File: src/rtl/sound_noise_ctrl_pkg.sv
// Shared definitions for the noise channel control block and the frame sequencer.
package sound_noise_ctrl_pkg;

  // Register map
  localparam logic [15:0] NR41_ADDR = 16'hFF20;
  localparam logic [15:0] NR42_ADDR = 16'hFF21;
  localparam logic [15:0] NR43_ADDR = 16'hFF22;
  localparam logic [15:0] NR44_ADDR = 16'hFF23;

  // Value returned for write-only or unmapped locations
  localparam logic [7:0] OPEN_BUS = 8'hFF;

  // 4.194304 MHz / 8192 = 512 Hz frame-sequencer step rate
  localparam int unsigned CLK_DIV_DEFAULT      = 8192;
  localparam int unsigned START_CYCLES_DEFAULT = 4;

  // Step-to-pulse tables: bit N set means "pulse on entering step N"
  localparam logic [7:0] LEN_STEP_MASK   = 8'b0101_0101;  // steps 0,2,4,6
  localparam logic [7:0] SWEEP_STEP_MASK = 8'b0100_0100;  // steps 2,6
  localparam logic [7:0] ENV_STEP_MASK   = 8'b1000_0000;  // step 7

  // Frame-sequencer pulse bundle
  typedef struct packed {
    logic length_ctr;
    logic sweep;
    logic vol_env;
  } frame_pulses_t;

  // Stored NR41..NR44 register contents
  typedef struct packed {
    logic [5:0] length;
    logic [3:0] initial_volume;
    logic       envelope_increasing;
    logic [2:0] num_envelope_sweeps;
    logic [3:0] shift_clock_freq;
    logic       counter_width;
    logic [2:0] freq_dividing_ratio;
    logic       single;
  } noise_regs_t;

  // Look up which pulses fire when the sequencer enters a given step
  function automatic frame_pulses_t step_pulses(input logic [2:0] step);
    frame_pulses_t p;
    p.length_ctr = LEN_STEP_MASK[step];
    p.sweep      = SWEEP_STEP_MASK[step];
    p.vol_env    = ENV_STEP_MASK[step];
    return p;
  endfunction

endpackage

File: src/rtl/sound_frame_seq.sv
// 512 Hz frame sequencer: divider plus 3-bit step counter driving the
// length / sweep / envelope clock pulses shared by all sound channels.
module sound_frame_seq
  import sound_noise_ctrl_pkg::*;
#(
  parameter int unsigned CLK_DIV = CLK_DIV_DEFAULT
) (
  input  logic clk,
  input  logic rst,
  input  logic sound_on,
  output logic clk_length_ctr,
  output logic clk_vol_env,
  output logic clk_sweep
);

  localparam int unsigned      DIV_W    = (CLK_DIV > 1) ? $clog2(CLK_DIV) : 1;
  localparam logic [DIV_W-1:0] DIV_LAST = DIV_W'(CLK_DIV - 1);

  logic [DIV_W-1:0] r_div;
  // Index of the step entered at the next divider wrap
  logic [2:0]       r_step;
  frame_pulses_t    r_pulses;
  frame_pulses_t    w_step_pulses;
  logic             w_wrap;

  assign w_wrap        = (r_div == DIV_LAST);
  assign w_step_pulses = step_pulses(r_step);

  // Divider, step counter and one-cycle pulse registers; all held at zero while sound is off
  always_ff @(posedge clk) begin
    if (rst || !sound_on) begin
      r_div    <= '0;
      r_step   <= '0;
      r_pulses <= '0;
    end else begin
      if (w_wrap) begin
        r_div  <= '0;
        r_step <= r_step + 3'd1;
      end else begin
        r_div  <= r_div + DIV_W'(1);
      end
      r_pulses <= w_wrap ? w_step_pulses : '0;
    end
  end

  assign clk_length_ctr = r_pulses.length_ctr;
  assign clk_sweep      = r_pulses.sweep;
  assign clk_vol_env    = r_pulses.vol_env;

endmodule

File: src/rtl/sound_noise_ctrl.sv
// Noise channel (NR41..NR44) register block: CPU decode, readback,
// trigger pulse generation and the channel's frame sequencer.
module sound_noise_ctrl
  import sound_noise_ctrl_pkg::*;
#(
  parameter int unsigned CLK_DIV      = CLK_DIV_DEFAULT,
  parameter int unsigned START_CYCLES = START_CYCLES_DEFAULT
) (
  input  logic        clk,
  input  logic        rst,
  input  logic [15:0] a,
  input  logic [7:0]  din,
  output logic [7:0]  dout,
  input  logic        rd,
  input  logic        wr,
  input  logic        sound_on,
  output logic [5:0]  length,
  output logic [3:0]  initial_volume,
  output logic        envelope_increasing,
  output logic [2:0]  num_envelope_sweeps,
  output logic [3:0]  shift_clock_freq,
  output logic        counter_width,
  output logic [2:0]  freq_dividing_ratio,
  output logic        single,
  output logic        start,
  output logic        clk_length_ctr,
  output logic        clk_vol_env,
  output logic        clk_sweep,
  output logic        dac_en
);

  // Counter holds the remaining pulse cycles after the current one
  localparam int unsigned     CNT_W      = (START_CYCLES > 1) ? $clog2(START_CYCLES) : 1;
  localparam logic [CNT_W-1:0] START_LOAD = CNT_W'(START_CYCLES - 1);

  noise_regs_t      r_regs;
  logic             r_start;
  logic [CNT_W-1:0] r_start_cnt;

  logic w_wr_en;
  logic w_wr_nr41;
  logic w_wr_nr42;
  logic w_wr_nr43;
  logic w_wr_nr44;
  logic w_trigger;

  // Reads have no side effects, so the read strobe is not needed
  logic w_unused_rd;
  assign w_unused_rd = rd;

  // Write decode; writes are ignored while the APU is powered off
  assign w_wr_en   = wr && sound_on;
  assign w_wr_nr41 = w_wr_en && (a == NR41_ADDR);
  assign w_wr_nr42 = w_wr_en && (a == NR42_ADDR);
  assign w_wr_nr43 = w_wr_en && (a == NR43_ADDR);
  assign w_wr_nr44 = w_wr_en && (a == NR44_ADDR);
  assign w_trigger = w_wr_nr44 && din[7];

  // Register file; powering off clears every field
  always_ff @(posedge clk) begin
    if (rst || !sound_on) begin
      r_regs <= '0;
    end else begin
      if (w_wr_nr41) begin
        r_regs.length <= din[5:0];
      end
      if (w_wr_nr42) begin
        r_regs.initial_volume      <= din[7:4];
        r_regs.envelope_increasing <= din[3];
        r_regs.num_envelope_sweeps <= din[2:0];
      end
      if (w_wr_nr43) begin
        r_regs.shift_clock_freq    <= din[7:4];
        r_regs.counter_width       <= din[3];
        r_regs.freq_dividing_ratio <= din[2:0];
      end
      if (w_wr_nr44) begin
        r_regs.single <= din[6];
      end
    end
  end

  // Trigger pulse: a new trigger reloads the counter so overlapping triggers merge
  always_ff @(posedge clk) begin
    if (rst || !sound_on) begin
      r_start     <= 1'b0;
      r_start_cnt <= '0;
    end else if (w_trigger) begin
      r_start     <= 1'b1;
      r_start_cnt <= START_LOAD;
    end else if (r_start_cnt != '0) begin
      r_start_cnt <= r_start_cnt - CNT_W'(1);
    end else begin
      r_start     <= 1'b0;
    end
  end

  // CPU readback; NR41 is write-only and NR44 exposes only the single bit
  always_comb begin
    dout = OPEN_BUS;
    case (a)
      NR42_ADDR: dout = {r_regs.initial_volume, r_regs.envelope_increasing,
                         r_regs.num_envelope_sweeps};
      NR43_ADDR: dout = {r_regs.shift_clock_freq, r_regs.counter_width,
                         r_regs.freq_dividing_ratio};
      NR44_ADDR: dout = {1'b1, r_regs.single, 6'h3F};
      default:   dout = OPEN_BUS;
    endcase
  end

  // Channel frame sequencer
  sound_frame_seq #(
    .CLK_DIV (CLK_DIV)
  ) u_frame_seq (
    .clk            (clk),
    .rst            (rst),
    .sound_on       (sound_on),
    .clk_length_ctr (clk_length_ctr),
    .clk_vol_env    (clk_vol_env),
    .clk_sweep      (clk_sweep)
  );

  assign length              = r_regs.length;
  assign initial_volume      = r_regs.initial_volume;
  assign envelope_increasing = r_regs.envelope_increasing;
  assign num_envelope_sweeps = r_regs.num_envelope_sweeps;
  assign shift_clock_freq    = r_regs.shift_clock_freq;
  assign counter_width       = r_regs.counter_width;
  assign freq_dividing_ratio = r_regs.freq_dividing_ratio;
  assign single              = r_regs.single;
  assign start               = r_start;
  // DAC is powered whenever volume or envelope direction is non-zero
  assign dac_en              = (r_regs.initial_volume != 4'd0) || r_regs.envelope_increasing;

endmodule

File: config.mk
export PLATFORM = sky130hd
export DESIGN_NAME = sound_noise_ctrl
export DESIGN_NICKNAME = d
export VERILOG_FILES = /design/src/rtl/sound_noise_ctrl_pkg.sv /design/src/rtl/sound_frame_seq.sv /design/src/rtl/sound_noise_ctrl.sv
export SDC_FILE = /design/constraint.sdc
export NUM_CORES = 1
export LEC_CHECK = 0
export ABC_AREA = 0
export BUFFER_PORTS_ARGS = -buffer_cell sky130_fd_sc_hd__buf_2
export CORE_MARGIN = 10
export CORE_UTILIZATION = 50
export DETAILED_ROUTE_END_ITERATION = 7
export PLACE_DENSITY = 0.79
export SLEW_MARGIN = 0
export SYNTH_ARGS = -nofsm -noshare
export SYNTH_HDL_FRONTEND = slang
export SYNTH_SLANG_ARGS = --single-unit
File: constraint.sdc
create_clock -name clk -period 2.3 [get_ports clk]
set_input_delay 0.46 -clock clk [delete_from_list [all_inputs] [get_ports clk]]
set_output_delay 0.46 -clock clk [all_outputs]
set_load 0.005 [all_outputs]
==> impl.org, run 1 <==
** Outcome
- Run status :: finished clean

** Timing
- Final-report setup violation count :: 0
- In this run the tightest slew margin relative to its limit is 0.712.
- Shortest clock period the worst path allows after layout :: 2230 ps
- The clock arrives with 4.68 ps of skew.
- For this run, the top clock speed supported by timing is 0.449 GHz.
- Number of pins exceeding their max-slew limit in the final report :: 0
- Slew of the pin with the lowest slew margin :: 430 ps
- Setup TNS after final layout :: 0 ps
- The hold violation total from the final report is 0.
- Share of the clock period used by the worst path :: 0.968
- RSZ-0062 raised after global routing :: no

** CTS
- Sink Count :: 45
- CTS built an H-tree with a depth of 2.
- For the worst-skew pair, the clock arrives at the later sink with an insertion delay of 290 ps.
- The number of setup buffers added after CTS is 0.
- The number of clock buffers added by TritonCTS is 5.
- CTS placed an instance of clkbuf_8 at the clock tree root.
- Clock tree from TritonCTS :: built
- Clock-pin slew was measured on the worst setup and hold paths at 80 ps.
- Maximum root-to-sink buffer count :: 2

** Global routing
- Largest net degree at the start of global routing :: 16
- GRT Util Overall :: 0.140
- Global-route wire length before repair :: 8.20 mm
- The initial antenna violation count was 0.
- For this run the aggregate overflow at the end of global routing stands at 0.
- Vias in the first global route :: 1764

** Floorplanning
- The initial utilization of the core area, before any placement, comes to 0.527.
- In this run the count of I/O pins placed on the die edge is 65.
- Measured along the x axis, the die boundary spans 82.8 µm.
- Total Die Area :: 6860 µm²
- In this run the standard cell core region covers 3740 µm².
- After floorplanning, the core was divided into 22 placement rows.
- Die Ht :: 82.8 µm

** Finish
- Multi-input logic area :: 987 µm²
- Filler Cells Inserted :: 324
- At the end of the flow, the number of nets in the layout was 316.
- Across the whole layout, storage elements account for 901 µm².
- In the final layout, the share of cells above drive strength 1 is 0.290.
- Layout Area Growth over Synthesis :: 24.4%
- Leaving out fill and tap cells, the most frequent cells in the layout are buf_2, nand2_1, dfxtp_1.
- The number of antenna diodes in the final layout is 0.
- The library cell used most frequently in the layout, excluding fill and tap cells, is buf_2.

** Synth
- Ys async rst share :: 0
- Count of unique library cells instantiated by Yosys :: 32
- For this run, the leading register cell type out of synthesis is dfxtp_1.
- Post-synthesis instance total :: 220
- Number of nets produced by synthesis :: 253
- Count of flip-flops with a built-in enable after synthesis :: 0
- Mean post-synth cell area :: 8.97 µm²
- In this run, synthesis produced a sequential element count of 45.
- The cell area that synthesis handed to floorplanning was 1970 µm².
- For this run, the register share of the synthesized area comes to 0.457.
- YS warnings :: 0

** Route
- Wire segments on met3 add up to 290 µm in the final route.
- Dividing the detail-routed wire length by the instance count gives 14.6 µm.
- After detailed routing, the number of vias per cell comes to 5.18.
- The first TritonRoute pass finished after 4 iterations.
- Initial drt markers :: 69
- Amount of wire on met2 after detailed routing :: 2.34 mm
- The final layout contains routed wiring with a total length of 4.82 mm.
- Total number of vias :: 1713
- Residual antenna-violating net count after detailed routing :: 0
- In the final routing, the length of wire on met1 measures 2.10 mm.
- Number of DRC violations after detailed routing :: 0
- Routed signal wires occupy layers up through met4.

** Job
- Max-capacitance violation count :: 0

** Worst setup path
- Data on the critical path is required at its endpoint by 1840 ps.
- CP Buf/Inv Count :: 3
- Worst Path Max Fanout :: 13
- Worst Path Class, Setup :: in -> out
- Sequence of cells on the critical path :: buf_2 -> or4b_4 -> nor4_4 -> buf_6 -> nand2_1 -> buf_2
- The worst setup path is captured at an output port.
- Dominant delay contributor by cell family on the critical path :: simple AND/OR/NAND/NOR gates
- Setup slack on the worst reg-to-reg path comes out at 260 ps.
- At the worst endpoint, the arrival time is 1770 ps.
- Delay of the slowest cell on the worst path :: 540 ps
- Slowest-stage cell, CP :: or4b_4
- STA classifies the critical path startpoint as a primary input.
- Among the stages of the critical path, the cell type that occurs most often is buf_2.

** Placement
- Once detailed placement completed, the half-perimeter wirelength came to 3.66 mm.
- Buffers placed on the I/O ports in this run total 63.
- At the end of routability-driven placement, the weighted congestion stood at 0.756.

** Power and ir drop
- IR analysis of the VDD net gives a maximum drop of 0.476 mV.
- Overall power :: 1.42 mW
- Power spread over the standard cell area amounts to 578 nW/µm².
- Leak pwr :: 1.12 nW

** Worst hold path
- In this run the worst hold path is classified as reg -> reg.
==> kinds of logic (layout without fill, tap and decap cells) <==
| family | count (synthesis) | in the layout | synth area share |
|---|---|---|---|
| AO/OA/AOI/OAI | 15 | 15 | 0.0450 |
| XOR/XNOR | 12 | 12 | 0.0533 |
| adder cells (fa/ha/maj) | 4 | 4 | 0.0254 |
| buffers and inverters | 20 | 83 | 0.0444 |
| flip-flops | 45 | 45 | 0.457 |
| multiplexers | 25 | 25 | 0.127 |
| AND/OR/NAND/NOR | 99 | 99 | 0.248 |
==> synthesized netlist by cell type (all sizes together), types with 4 or more instances <==
cell / n / share of area
clkbuf: 7 / 0.013
nand2: 45 / 0.086
inv: 7 / 0.013
mux2i: 24 / 0.12
o22ai: 7 / 0.022
a21oi: 4 / 0.010
nand3: 6 / 0.018
nand2b: 5 / 0.016
nor2: 19 / 0.036
nand4: 4 / 0.016
buf: 6 / 0.018
nor3: 6 / 0.015
xnor2: 10 / 0.044
ha: 4 / 0.025
dfxtp: 45 / 0.46
==> tightest hold or removal path, stage by stage (launching register included) <==
cell and delay, ps:
dfxtp_1 310, nand2_1 50, mux2i_1 50
==> per-layer routing <==
layer	GRT usage	vias to the layer above
li1	-	860
met1	0.162	795
met2	0.228	50
met3	0.0479	8
met4	0.0569	0
met5	0	-
==> stage by stage <==
step | area (µm²) | worst slack, ps | util | hold slack [ps] | instances
after floorplan | 1970 | 289 | - | 430 | 220
after global placement | 2350 | 57.8 | 0.627 | 441 | 324
after detailed placement | 2350 | 45.7 | 0.627 | 450 | 324
after CTS | 2450 | 36.7 | 0.655 | 459 | 331
after global routing | 2450 | 22.3 | 0.656 | 459 | 331
final | 2450 | 73.6 | 0.656 | 462 | 331
==> final timing paths <==
kind                        startpoint                   end  cells after the start
setup / recovery                  a[3]               dout[0]                      6
hold / removal               length[0]             length[0]                      2
setup reg to reg  u_frame_seq.r_div[0]  u_frame_seq.r_div[6]                      5
hold reg to reg              length[0]             length[0]                      2
==> sequential cells by signal (all words and copies together) (netlist names), 2 cells and up <==
register / flops
r_start_cnt: 2
u_frame_seq.r_step: 3
num_envelope_sweeps: 3
u_frame_seq.r_div: 13
initial_volume: 4
shift_clock_freq: 4
freq_dividing_ratio: 3
length: 6
==> timing repair <==
item / CTS / global route
hold buffers: 0 / 0
resized for setup: 0 / 1
endpoints found under the setup margin: 0 / 2
==> final cells by class <==
class,instances,share of cell area
Tap cell,48,0.0245
Timing Repair Buffer,69,0.153
Multi-Input combinational cell,155,0.402
Clock buffer,5,0.0280
Sequential cell,45,0.367
Inverter,7,0.0107
Clock inverter,2,0.0143
==> power breakdown <==
part           switching, mW  internal [mW]  total (mW)
sequential           0.00168          0.780       0.782
combinational         0.0407         0.0313      0.0720
clock                  0.251          0.316       0.566
No activity file was read; power rests on OpenSTA's default activity.
==> run 2: changes to the inputs <==
- CORE_UTILIZATION: 50 -> 45
- PLACE_DENSITY: 0.79 -> 0.75
- clock period: 2.3 -> 2 ns (I/O delays scaled with it)
==> impl.org, run 2 (synthesis results as in run 1) <==
** Timing
- Setup violations remaining at the end of the flow were counted as 0.
- Across the routed clock network, the largest skew measured is 7.16 ps.
- Number of pins exceeding their max-slew limit in the final report :: 0
- For the pin with the worst max-slew slack, the measured transition is 339 ps.
- Shortest clock period the worst path allows after layout :: 1990 ps
- Timing would allow up to 0.503 GHz.
- RSZ-0062 raised after global routing :: yes
- The hold violation total from the final report is 0.
- Dividing the final minimum period by the clock period gives 0.994.
- On the final layout, the worst hold slack is 397 ps.
- Measured against its own limit, the worst slew margin works out to 0.774.

** Floorplanning
- Initial core utilization :: 0.459
- Number of top-level pins :: 65
- The die covers 7430 µm².
- Die Ht :: 86.2 µm
- Standard-cell row count :: 24
- The floorplan step set the die width to 86.2 µm.
- The core region is 4290 µm².

** Route
- For this block, the routed nets add up to 4.70 mm of wire.
- Per-cell via count in the routed design :: 4.94
- Initial drt markers :: 111
- The first detailed-routing pass took 4 iterations.
- In this run the remaining antenna-violating nets after routing total 0.
- The detailed router placed 1700 vias in this run.
- Number of DRC violations after detailed routing :: 0
- After detailed routing, the average wire length per cell comes to 13.7 µm.

** CTS
- TritonCTS created 5 clock buffers.
- Clock-pin slew was measured on the worst setup and hold paths at 90 ps.
- Clock latency on the worst-skew pair :: 290 ps
- Master cell of the clock root buffer :: clkbuf_8
- Maximum root-to-sink buffer count :: 2
- Clock tree from TritonCTS :: built
- Count of H-tree levels built during CTS :: 2
- Buffers inserted to repair hold after CTS numbered 0.
- Counting every sink on the clock net gives 45.

** Global routing
- Summed over all layers, the global routing overflow is 0.
- The initial antenna violation count was 0.
- GRT Util Overall :: 0.123
- The via count of the first global-routing pass is 1655.
- Global-route wire length before repair :: 7.61 mm
- Entering global routing, the biggest net connects 33 pins.

** Finish
- Counting flops per register, the top entry is u_frame_seq.r_div.
- Diode count :: 0
- The largest registers in the layout are u_frame_seq.r_div x13, length x6.
- For this run, the post-layout net count is 324.
- The finished cells cover 2540 µm².
- Sequential Area :: 901 µm²
- Layout Area Growth over Synthesis :: 28.9%
- Most frequent standard cell in the layout excluding fill and tap cells :: buf_2
- In the final layout, the share of cells above drive strength 1 is 0.318.
- Multi-input logic area :: 996 µm²
- Commonest non-fill, non-tap cells in the layout :: buf_2, dfxtp_1, nand2_1
- Flip-flop count of the largest register, all copies and words added :: 13
- Filler Cells Inserted :: 369

** Worst setup path
- Worst Path Max Fanout :: 3
- For the worst setup path, the data arrival time is 1590 ps.
- Critical path endpoint category :: output port
- Sequence of cells on the critical path :: buf_6 -> or4b_4 -> nor4_4 -> buf_4 -> nand2_2 -> buf_6
- Data required time of the critical path :: 1600 ps
- Worst Path Class, Setup :: in -> out
- Most frequent CP cell :: buf_6
- Worst reg2reg path depth :: 5
- The slowest stage of the critical path is the or4b_4 cell.
- Delay of the slowest cell on the worst path :: 530 ps
- STA classifies the critical path startpoint as a primary input.

** Power and ir drop
- Internal cell power :: 1.18 mW
- Clock network fraction of design power :: 0.359
- Combinational group share of total power :: 0.056
- Cell area power density :: 603 nW/µm²
- Switching part of the total :: 0.229
- Across the VDD grid, the largest voltage drop is 0.466 mV.
- Net switching component of the power :: 352 µW
- Share of power burned in registers :: 0.586
- Summed over all cells, the static leakage comes to 1.16 nW.

** Worst hold path
- Type of the tightest min-delay check :: in -> reg
- Cell depth of the worst min-delay path :: 3

** Placement
- The HPWL after detailed placement is 3.50 mm.
- Summing all placed instances gives a cell area of 2410 µm².
- The congestion estimate from routability-driven global placement came to 0.771.
- Number of buffers added on ports :: 63

** Job
- Max-capacitance violation count :: 0

** Outcome
- The run finished with clean final reports.
[run 2: worst max-delay path, delay by kind of cell]
family	cells	cell delay [ps]
buffers and inverters	3	400
AND/OR/NAND/NOR	3	780
[run 2: final timing paths]
kind,slack (ps),start,to
min reg2reg,460,length[5],length[5]
max,10,a[3],dout[3]
min,400,din[7],initial_volume[3]
max reg2reg,220,u_frame_seq.r_div[0],u_frame_seq.r_step[2]
[run 2: repair_timing]
item	CTS	global route
setup endpoints to repair	8	9
gates resized for setup	2	6
buffers inserted	1	0
pin swaps	1	0
hold endpoints to repair	0	0
gates cloned	1	0
[run 2: routing by layer]
layer | vias to the layer above | part of all wire | GRT usage
met5 | - | 0 | 0
met4 | 0 | 0.015 | 0.0471
met1 | 773 | 0.42 | 0.140
li1 | 871 | - | -
met3 | 6 | 0.079 | 0.0469
met2 | 50 | 0.48 | 0.204
[run 2: final cells by class]
type	instances	area share
inverters	7	0.0103
repair buffers	77	0.184
multi-input cells	155	0.392
flip-flops and latches	45	0.354
clock buffers	6	0.0285
clock inverters	2	0.00590
well taps	52	0.0256
[run 2: stage by stage]
| step | power [mW] | std cells | util | setup TNS, ps | setup WS, ps |
|---|---|---|---|---|---|
| floorplan | 0.962 | 220 | - | 0 | 109 |
| global placement | 1.00 | 334 | 0.561 | -2340 | -113 |
| detailed placement | 1.00 | 334 | 0.561 | -2510 | -114 |
| CTS | 1.54 | 344 | 0.586 | 0 | 4.93 |
| global route | 1.60 | 344 | 0.592 | -151 | -35.5 |
| finish | 1.53 | 344 | 0.592 | 0 | 12.6 |
[run 2: power by group through the flow]
| stage | clock network (mW) | registers, mW | logic (mW) |
|---|---|---|---|
| 6_report | 0.550 | 0.899 | 0.0853 |
| 5_1_grt | 0.601 | 0.899 | 0.0963 |
| 4_1_cts | 0.561 | 0.899 | 0.0840 |
| 3_5_place_dp | 0 | 0.920 | 0.0836 |
| 3_3_place_gp | 0 | 0.920 | 0.0823 |
| 2_1_floorplan | 0 | 0.920 | 0.0426 |
